$ cat src/rtl/decode_cycle_if.sv
// IF/ID, writeback, flush and ID/EX signal bundle around the RV32I decode stage.
// The decode stage takes the slave view. The surrounding pipeline (or a bench) takes the master view.
interface decode_cycle_if;
  logic [31:0] i_decode_pc_id;
  logic [31:0] i_decode_inst_id;
  logic        i_decode_insn_vld_id;
  logic        i_decode_flush;
  logic        i_decode_wb_en;
  logic [4:0]  i_decode_wb_addr;
  logic [31:0] i_decode_wb_data;
  logic        o_decode_load_use_stall;
  logic [31:0] o_decode_pc_ex;
  logic [31:0] o_decode_inst_ex;
  logic [31:0] o_decode_rs1_data_ex;
  logic [31:0] o_decode_rs2_data_ex;
  logic [31:0] o_decode_imm_ex;
  logic [4:0]  o_decode_rs1_addr_ex;
  logic [4:0]  o_decode_rs2_addr_ex;
  logic [4:0]  o_decode_rd_addr_ex;
  logic        o_decode_insn_vld_ex;

  modport master (
    output i_decode_pc_id, i_decode_inst_id, i_decode_insn_vld_id, i_decode_flush,
           i_decode_wb_en, i_decode_wb_addr, i_decode_wb_data,
    input  o_decode_load_use_stall, o_decode_pc_ex, o_decode_inst_ex,
           o_decode_rs1_data_ex, o_decode_rs2_data_ex, o_decode_imm_ex,
           o_decode_rs1_addr_ex, o_decode_rs2_addr_ex, o_decode_rd_addr_ex,
           o_decode_insn_vld_ex
  );

  modport slave (
    input  i_decode_pc_id, i_decode_inst_id, i_decode_insn_vld_id, i_decode_flush,
           i_decode_wb_en, i_decode_wb_addr, i_decode_wb_data,
    output o_decode_load_use_stall, o_decode_pc_ex, o_decode_inst_ex,
           o_decode_rs1_data_ex, o_decode_rs2_data_ex, o_decode_imm_ex,
           o_decode_rs1_addr_ex, o_decode_rs2_addr_ex, o_decode_rd_addr_ex,
           o_decode_insn_vld_ex
  );
endinterface

$ cat src/rtl/decode_cycle.sv
// RV32I decode stage: register file with write-through bypass, immediate generation,
// load-use hazard detection and the ID/EX pipeline register.
module decode_cycle #(
  parameter logic [31:0] NOP_INST    = 32'h00000013,
  parameter logic [6:0]  LOAD_OPCODE = 7'b0000011
) (
  input logic           i_decode_clk,
  input logic           i_decode_reset,
  decode_cycle_if.slave bus
);

  logic [31:0] regs [32];

  logic [4:0]  rs1_id;
  logic [4:0]  rs2_id;
  logic [4:0]  rd_id;
  logic [6:0]  opcode_id;
  logic [31:0] inst_id;
  logic        wb_write;
  logic [31:0] rs1_data_id;
  logic [31:0] rs2_data_id;
  logic [31:0] imm_id;
  logic        load_use;

  logic [31:0] pc_ex;
  logic [31:0] inst_ex;
  logic [31:0] rs1_data_ex;
  logic [31:0] rs2_data_ex;
  logic [31:0] imm_ex;
  logic [4:0]  rs1_addr_ex;
  logic [4:0]  rs2_addr_ex;
  logic [4:0]  rd_addr_ex;
  logic        vld_ex;

  assign inst_id   = bus.i_decode_inst_id;
  assign rs1_id    = inst_id[19:15];
  assign rs2_id    = inst_id[24:20];
  assign rd_id     = inst_id[11:7];
  assign opcode_id = inst_id[6:0];
  assign wb_write  = bus.i_decode_wb_en && (bus.i_decode_wb_addr != 5'd0);

  always_ff @(posedge i_decode_clk or posedge i_decode_reset) begin
    if (i_decode_reset) begin
      for (int i = 0; i < 32; i++) regs[i] <= '0;
    end else if (wb_write) begin
      regs[bus.i_decode_wb_addr] <= bus.i_decode_wb_data;
    end
  end

  // A same-cycle writeback to a source register is forwarded so Decode never sees stale data.
  always_comb begin
    rs1_data_id = regs[rs1_id];
    if (rs1_id == 5'd0) rs1_data_id = '0;
    else if (wb_write && (bus.i_decode_wb_addr == rs1_id)) rs1_data_id = bus.i_decode_wb_data;
  end

  always_comb begin
    rs2_data_id = regs[rs2_id];
    if (rs2_id == 5'd0) rs2_data_id = '0;
    else if (wb_write && (bus.i_decode_wb_addr == rs2_id)) rs2_data_id = bus.i_decode_wb_data;
  end

  always_comb begin
    imm_id = '0;
    case (opcode_id)
      7'b0010011, 7'b0000011, 7'b1100111:
        imm_id = {{20{inst_id[31]}}, inst_id[31:20]};
      7'b0100011:
        imm_id = {{20{inst_id[31]}}, inst_id[31:25], inst_id[11:7]};
      7'b1100011:
        imm_id = {{19{inst_id[31]}}, inst_id[31], inst_id[7], inst_id[30:25], inst_id[11:8], 1'b0};
      7'b0110111, 7'b0010111:
        imm_id = {inst_id[31:12], 12'b0};
      7'b1101111:
        imm_id = {{11{inst_id[31]}}, inst_id[31], inst_id[19:12], inst_id[20], inst_id[30:21], 1'b0};
      default:
        imm_id = '0;
    endcase
  end

  // A flush discards the dependent instruction anyway, so it suppresses the stall.
  assign load_use = vld_ex && (inst_ex[6:0] == LOAD_OPCODE) && (rd_addr_ex != 5'd0) &&
                    bus.i_decode_insn_vld_id && ((rd_addr_ex == rs1_id) || (rd_addr_ex == rs2_id)) &&
                    !bus.i_decode_flush;

  always_ff @(posedge i_decode_clk or posedge i_decode_reset) begin
    if (i_decode_reset) begin
      pc_ex       <= '0;
      inst_ex     <= NOP_INST;
      rs1_data_ex <= '0;
      rs2_data_ex <= '0;
      imm_ex      <= '0;
      rs1_addr_ex <= '0;
      rs2_addr_ex <= '0;
      rd_addr_ex  <= '0;
      vld_ex      <= 1'b0;
    end else if (bus.i_decode_flush || load_use) begin
      pc_ex       <= '0;
      inst_ex     <= NOP_INST;
      rs1_data_ex <= '0;
      rs2_data_ex <= '0;
      imm_ex      <= '0;
      rs1_addr_ex <= '0;
      rs2_addr_ex <= '0;
      rd_addr_ex  <= '0;
      vld_ex      <= 1'b0;
    end else begin
      pc_ex       <= bus.i_decode_pc_id;
      inst_ex     <= inst_id;
      rs1_data_ex <= rs1_data_id;
      rs2_data_ex <= rs2_data_id;
      imm_ex      <= imm_id;
      rs1_addr_ex <= rs1_id;
      rs2_addr_ex <= rs2_id;
      rd_addr_ex  <= rd_id;
      vld_ex      <= bus.i_decode_insn_vld_id;
    end
  end

  assign bus.o_decode_load_use_stall = load_use;
  assign bus.o_decode_pc_ex          = pc_ex;
  assign bus.o_decode_inst_ex        = inst_ex;
  assign bus.o_decode_rs1_data_ex    = rs1_data_ex;
  assign bus.o_decode_rs2_data_ex    = rs2_data_ex;
  assign bus.o_decode_imm_ex         = imm_ex;
  assign bus.o_decode_rs1_addr_ex    = rs1_addr_ex;
  assign bus.o_decode_rs2_addr_ex    = rs2_addr_ex;
  assign bus.o_decode_rd_addr_ex     = rd_addr_ex;
  assign bus.o_decode_insn_vld_ex    = vld_ex;

endmodule

$ cat src/flat_wrapper.sv
// flat-port wrapper written by rule: the top's interface ports become plain ports
module decode_cycle_flat 
#(
  parameter logic [31:0] NOP_INST    = 32'h00000013,
  parameter logic [6:0]  LOAD_OPCODE = 7'b0000011
)
  (i_decode_clk, i_decode_reset, bus_i_decode_pc_id, bus_i_decode_inst_id, bus_i_decode_insn_vld_id, bus_i_decode_flush, bus_i_decode_wb_en, bus_i_decode_wb_addr, bus_i_decode_wb_data, bus_o_decode_load_use_stall, bus_o_decode_pc_ex, bus_o_decode_inst_ex, bus_o_decode_rs1_data_ex, bus_o_decode_rs2_data_ex, bus_o_decode_imm_ex, bus_o_decode_rs1_addr_ex, bus_o_decode_rs2_addr_ex, bus_o_decode_rd_addr_ex, bus_o_decode_insn_vld_ex);
  decode_cycle_if bus_i ();
  input logic i_decode_clk;
  input logic i_decode_reset;
  input wire logic [$bits(bus_i.i_decode_pc_id)-1:0] bus_i_decode_pc_id;
  input wire logic [$bits(bus_i.i_decode_inst_id)-1:0] bus_i_decode_inst_id;
  input wire logic [$bits(bus_i.i_decode_insn_vld_id)-1:0] bus_i_decode_insn_vld_id;
  input wire logic [$bits(bus_i.i_decode_flush)-1:0] bus_i_decode_flush;
  input wire logic [$bits(bus_i.i_decode_wb_en)-1:0] bus_i_decode_wb_en;
  input wire logic [$bits(bus_i.i_decode_wb_addr)-1:0] bus_i_decode_wb_addr;
  input wire logic [$bits(bus_i.i_decode_wb_data)-1:0] bus_i_decode_wb_data;
  output wire logic [$bits(bus_i.o_decode_load_use_stall)-1:0] bus_o_decode_load_use_stall;
  output wire logic [$bits(bus_i.o_decode_pc_ex)-1:0] bus_o_decode_pc_ex;
  output wire logic [$bits(bus_i.o_decode_inst_ex)-1:0] bus_o_decode_inst_ex;
  output wire logic [$bits(bus_i.o_decode_rs1_data_ex)-1:0] bus_o_decode_rs1_data_ex;
  output wire logic [$bits(bus_i.o_decode_rs2_data_ex)-1:0] bus_o_decode_rs2_data_ex;
  output wire logic [$bits(bus_i.o_decode_imm_ex)-1:0] bus_o_decode_imm_ex;
  output wire logic [$bits(bus_i.o_decode_rs1_addr_ex)-1:0] bus_o_decode_rs1_addr_ex;
  output wire logic [$bits(bus_i.o_decode_rs2_addr_ex)-1:0] bus_o_decode_rs2_addr_ex;
  output wire logic [$bits(bus_i.o_decode_rd_addr_ex)-1:0] bus_o_decode_rd_addr_ex;
  output wire logic [$bits(bus_i.o_decode_insn_vld_ex)-1:0] bus_o_decode_insn_vld_ex;
  assign bus_i.i_decode_pc_id = bus_i_decode_pc_id;
  assign bus_i.i_decode_inst_id = bus_i_decode_inst_id;
  assign bus_i.i_decode_insn_vld_id = bus_i_decode_insn_vld_id;
  assign bus_i.i_decode_flush = bus_i_decode_flush;
  assign bus_i.i_decode_wb_en = bus_i_decode_wb_en;
  assign bus_i.i_decode_wb_addr = bus_i_decode_wb_addr;
  assign bus_i.i_decode_wb_data = bus_i_decode_wb_data;
  assign bus_o_decode_load_use_stall = bus_i.o_decode_load_use_stall;
  assign bus_o_decode_pc_ex = bus_i.o_decode_pc_ex;
  assign bus_o_decode_inst_ex = bus_i.o_decode_inst_ex;
  assign bus_o_decode_rs1_data_ex = bus_i.o_decode_rs1_data_ex;
  assign bus_o_decode_rs2_data_ex = bus_i.o_decode_rs2_data_ex;
  assign bus_o_decode_imm_ex = bus_i.o_decode_imm_ex;
  assign bus_o_decode_rs1_addr_ex = bus_i.o_decode_rs1_addr_ex;
  assign bus_o_decode_rs2_addr_ex = bus_i.o_decode_rs2_addr_ex;
  assign bus_o_decode_rd_addr_ex = bus_i.o_decode_rd_addr_ex;
  assign bus_o_decode_insn_vld_ex = bus_i.o_decode_insn_vld_ex;
  decode_cycle #(.NOP_INST(NOP_INST), .LOAD_OPCODE(LOAD_OPCODE)) u_core (.i_decode_clk(i_decode_clk), .i_decode_reset(i_decode_reset), .bus(bus_i));
endmodule
$ cat config.mk
export PLATFORM = sky130hd
export DESIGN_NAME = decode_cycle_flat
export DESIGN_NICKNAME = d
export VERILOG_FILES = /design/src/rtl/decode_cycle_if.sv /design/src/rtl/decode_cycle.sv /design/src/flat_wrapper.sv
export SDC_FILE = /design/constraint.sdc
export NUM_CORES = 2
export LEC_CHECK = 0
export BUFFER_PORTS_ARGS = -buffer_cell sky130_fd_sc_hd__buf_2
export CORE_MARGIN = 2
export CORE_UTILIZATION = 40
export CTS_CLUSTER_SIZE = 14
export DETAILED_ROUTE_END_ITERATION = 10
export HOLD_SLACK_MARGIN = 0.1
export MAX_ROUTING_LAYER = met4
export PLACE_DENSITY = 0.54
export SYNTH_ARGS = -nofsm -noshare
export SYNTH_HDL_FRONTEND = slang
export SYNTH_SLANG_ARGS = --single-unit
$ cat constraint.sdc
create_clock -name i_decode_clk -period 46.2 [get_ports i_decode_clk]
set_input_delay 4.62 -clock i_decode_clk [delete_from_list [all_inputs] [get_ports i_decode_clk]]
set_output_delay 4.62 -clock i_decode_clk [all_outputs]
set_load 0.01 [all_outputs]
Yosys cells after proc, flatten, opt, wreduce, memory -nomap -nowiden:

Index checks and enable logic that the tools add are counted.

* register bits: 1200
* output and inout bits: 177
* logic and storage cells: 102

* order comparisons: 4
* eq/ne operators: 13
* mux-type cells: 23
* bitwise gates (word level): 3
* reductions and logical operators: 18

Operators with widths (count)
* 1024-bit bitwise mux: 1
* 32-bit two-way mux: 14
* 32-bit binary-select mux with 5-bit select: 2
* 32-bit demux with 5-bit select: 1
* 32-bit case mux with 5 select lines: 1
* 7-bit == test, second input constant: 3
* 5-bit == test: 4
* 6-bit greater-or-equal comparator, second input constant: 3
* 5-bit NOT with 6-bit output: 3
* 5-bit two-way mux: 3
* 7-bit by 2-bit == test with 1-bit output, second input constant: 2
* 7-bit by 5-bit == test with 1-bit output, second input constant: 2
* 7-bit by 6-bit == test with 1-bit output, second input constant: 2
* 5-bit logical NOT: 2
* 5-bit nonzero test: 2
* 1-bit logical AND: 9
* 6-bit by 1-bit less-than comparator with 1-bit output, second input constant: 1
* 3-bit OR reduction: 1
* 1-bit logical OR: 2
* 2-bit OR reduction: 1
* 1-bit logical NOT: 1
* 1-bit two-way mux: 1

Logic depth before layout (Yosys ltp):

* word-level depth: 8
* mapped depth: 9

Worst setup path before layout:

No wires, ideal clock.

* path kind: input -> output
* start point: input port bus_i_decode_inst_id[17]
* end point: output port bus_o_decode_load_use_stall
* data arrival time: 5.554 ns
* required time: 41.580 ns
* slack: 36.026 ns
* stages: 5
* path buffers: 1
* path through: buf_2 -> xor2_1 -> nor3_1 -> a22oi_2 -> nor3_1

* word-level cells in the longest chain between the ends: 4

RTL lines
* from (decl): RTL line flat_wrapper.sv:12 `input wire logic [$bits(bus_i.i_decode_inst_id)-1:0] bus_i_decode_inst_id;`
* 5-bit == test: RTL line decode_cycle.sv:83 `bus.i_decode_insn_vld_id && ((rd_addr_ex == rs1_id) || (rd_addr_ex == rs2_id)) &&`
* 1-bit logical OR: RTL line decode_cycle.sv:83
* 1-bit logical AND (2 in series): RTL line decode_cycle.sv:83
* to (decl): RTL line flat_wrapper.sv:18 `output wire logic [$bits(bus_i.o_decode_load_use_stall)-1:0] bus_o_decode_load_use_stall;`

No other way between the ends.

Worst setup path in the final report:

Same ends and word-level chain as after synthesis.

==> metrics.md <==
| Metric | Value |
|---|---|
| Ports | 283 |
| Initial antenna violation count | 12 |
| Placer congestion estimate | 0.8229 |
| Vias | 39421 |
| Multi-input logic area | 28960 um2 |
| Sequential share of the synthesized area | 48.85% |
| Area grow syn2layout | 12.11% |
| GRT overflow | 0 |
| Vias in the first global route | 39896 |
| Worst r2r path cells | 6 |
| Std-Cell Rows | 142 |
| Worst Setup End Kind | output port |
| Final ANT Viol Nets | 0 |
| Sequential cell area | 29660 um2 |
| Nets | 4455 |
| Ys Warns | 0 |
| Max Freq | 91.61 MHz |
| Fin crit period | 10.92 ns |
| Mux cell area share after synthesis | 37.18% |
| Height of the die | 393.6 um |
| Xor/xnor share of the synthesized area | 0.2885% |
| Setup TNS Final | 0 ns |
| Ys flop type | dfrtp_1 |
| Slew @ Worst Pin | 1.157 ns |
| Final setup viols | 0 |
| Compound-Gate Fraction of Synth Area | 4.952% |
| Yosys reg bits | 1185 |
| Post_cts resized | 0 |
| Bufs on Longest Clock Path | 3 |
| Total GRT Usage | 26.82% |
| Leak | 29.68 nW |
| Crit Path Max Fanout | 50 |
| Core region area | 150300 um2 |
| Peak supply drop | 0.02648 mV |
| CP startpoint kind | primary input |
| Final hold vios | 0 |
| Outcome | finished clean |
| Via-per-instance ratio | 6.083 |
| Worst setup path start | bus_i_decode_inst_id[17] |
| DR DRC count | 0 |
| Netlist cell types | 57 |
| Hold buffers post-CTS | 0 |
| Pwr dens | 43.94 nW/um2 |
| Most frequent cells in the layout | mux2_2, dfrtp_1, mux4_2 |
| DR iter-0 viols | 3272 |
| CP Data Required Time | 41.58 ns |
| Fraction of layout cells with a size suffix above 1 | 50.20% |
| Synth Area in Simple Gates | 4.876% |
| Input/output buffers | 282 |
| Ys async rst share | 100.0% |
| Worst-Skew Late Latency | 0.78 ns |
| Main combinational cell family by area after synthesis | multiplexers |
| Max-cap viol count | 0 |
| Filler cells | 13671 |
| Router iterations before antenna repair | 6 |
| Clock sink count | 1185 |
| H-tree depth | 4 |
| Post-synth EDFFs | 0 |
| CTS Buf Count | 140 |
| First-pass GRT wire length | 294200 um |
| Routed WL | 203000 um |
| Capturing point of the worst reg2reg path | u_core.bus.o_decode_rs1_data_ex[29] |
| Syn Inst Count | 4320 |
| Max Slew Vio Count | 0 |
| Mean Syn Cell Area | 14.05 um2 |
| Worst-path clk slew | 0.06 ns |
| Overall Power | 2.991 mW |
| Min-Delay Path Class | flip-flop to flip-flop |
| Setup crit end | bus_o_decode_load_use_stall |
| Post-Synth Adder-Cell Area | 0% |
| Die width | 393.6 um |
| Initial Utilization | 40.39% |
| Fin Clk Skew | 0.02371 ns |
| HPWL Detailed | 117500 um |
| Routed wire per std cell | 31.32 um |
| Mapped Area | 60710 um2 |
| CTS tree | yes |
| Period utilisation layout | 23.63% |
| Slew headroom | 22.68% |
| Die area | 154900 um2 |
| Critical R2R Launch | u_core.bus.o_decode_inst_ex[8] |
| Pin count of the biggest net entering global routing | 153 |
| Data arrival time of the critical path | 6.30 ns |
| RSZ-0062 raised after global routing | false |
| Reg2Reg Setup Slack | 43.03 ns |
| Mapped Nets | 4426 |
| Commonest non-fill, non-tap cell in the layout | mux2_2 |
| CTS Root Cell | clkbuf_16 |
| Post-CTS Setup Inserts | 0 |
| Critical path class | primary input to output port |
[where the power goes]
part	leakage, nW	switching (mW)	internal, mW	total [mW]
Sequential	15.3	0.121	1.22	1.34
Clock	2.30	0.455	0.664	1.12
Combinational	12.1	0.222	0.312	0.534
[worst max-delay path, stage by stage]
cell	delay [ns]
buf_6	0.49
xor2_1	0.13
nor3_1	0.28
a22oi_2	0.24
nor3_1	0.27
buf_2	0.18
[layout make-up]
class	count	area share (%)
Antenna cell	6	0.02206
Clock buffer	210	6.201
Clock inverter	41	0.6011
Inverter	8	0.05515
Multi-Input combinational cell	2634	42.55
Sequential cell	1185	43.57
Tap cell	2016	3.706
Timing Repair Buffer	380	3.294
[through the flow]
stage | setup slack, ns | cells | hold slack (ns) | util, % | instance area (um2)
after floorplan | 8.204 | 4320 | 0.4426 | - | 60710
after global placement | 35.21 | 6223 | 0.3789 | 42.19 | 63420
after detailed placement | 35.29 | 6223 | 0.3844 | 42.19 | 63420
after CTS | 35.28 | 6474 | 0.3982 | 45.27 | 68050
after global routing | 35.12 | 6478 | 0.4035 | 45.28 | 68060
final | 35.28 | 6480 | 0.3947 | 45.28 | 68060
[logic make-up (layout without fill, tap and decap cells)]
logic type,after synthesis,after routing
multiplexers,1636,1636
flip-flops,1185,1185
AND/OR/NAND/NOR,549,549
buffers and inverters,501,639
AO/OA/AOI/OAI,429,429
XOR/XNOR,20,20
other,0,6
[routing by layer]
layer	track usage (%)	up-vias	share of wire (%)
li1	-	16434	-
met1	36.26	21303	43
met2	41.27	1331	47
met3	4.609	353	6.1
met5	-	-	0
met4	8.532	0	3.2
[worst min-delay path by stage]
| stage | start | end | slack [ns] | cells past startpoint |
|---|---|---|---|---|
| floorplan | u_core.regs[1000] | u_core.regs[1000] | 0.44 | 1 |
| global placement | u_core.regs[1008] | u_core.regs[1008] | 0.38 | 0 |
| detailed placement | u_core.regs[1000] | u_core.regs[1000] | 0.38 | 0 |
| CTS | u_core.regs[1000] | u_core.regs[1000] | 0.40 | 0 |
| global route | u_core.regs[995] | u_core.regs[995] | 0.40 | 0 |
| finish | u_core.regs[1000] | u_core.regs[1000] | 0.39 | 0 |
[sequential cells by signal (all words and copies together) (netlist names)]
name                             flops
u_core.bus.o_decode_imm_ex          32
u_core.bus.o_decode_insn_vld_ex      1
u_core.bus.o_decode_inst_ex         32
u_core.bus.o_decode_pc_ex           32
u_core.bus.o_decode_rs1_data_ex     32
u_core.bus.o_decode_rs2_data_ex     32
u_core.regs                       1024
[synthesized netlist by cell type (4+ instances only)]
master	instances	area share, %
mux4_2	376	14
nand2_1	49	0.30
nor3_1	66	0.54
buf_1	35	0.22
o311ai_0	26	0.38
nor2b_1	63	0.65
a22oi_1	128	1.6
and3_1	10	0.10
nand2b_1	9	0.093
nand4_1	6	0.062
buf_2	192	1.6
or3_1	4	0.041
buf_4	50	0.62
and3b_1	6	0.087
nand3_1	5	0.041
o221ai_1	4	0.058
dfrtp_1	1182	49
or3b_2	4	0.058
o311ai_1	36	0.52
clkbuf_1	211	1.3
mux2_2	1193	22
nor4b_1	7	0.10
nand3b_1	5	0.062
nor3b_1	5	0.062
o22ai_1	68	0.70
nor2_1	161	1.0
mux2i_1	66	1.1
and2_1	59	0.61
buf_6	4	0.074
xnor2_1	6	0.087
nand4b_1	10	0.14
xor2_1	14	0.20
a211oi_1	68	0.84
a21oi_1	22	0.18
o21ai_0	65	0.54
nor4_1	64	0.66
inv_1	8	0.049
No activity file was read; power rests on OpenSTA's default activity.
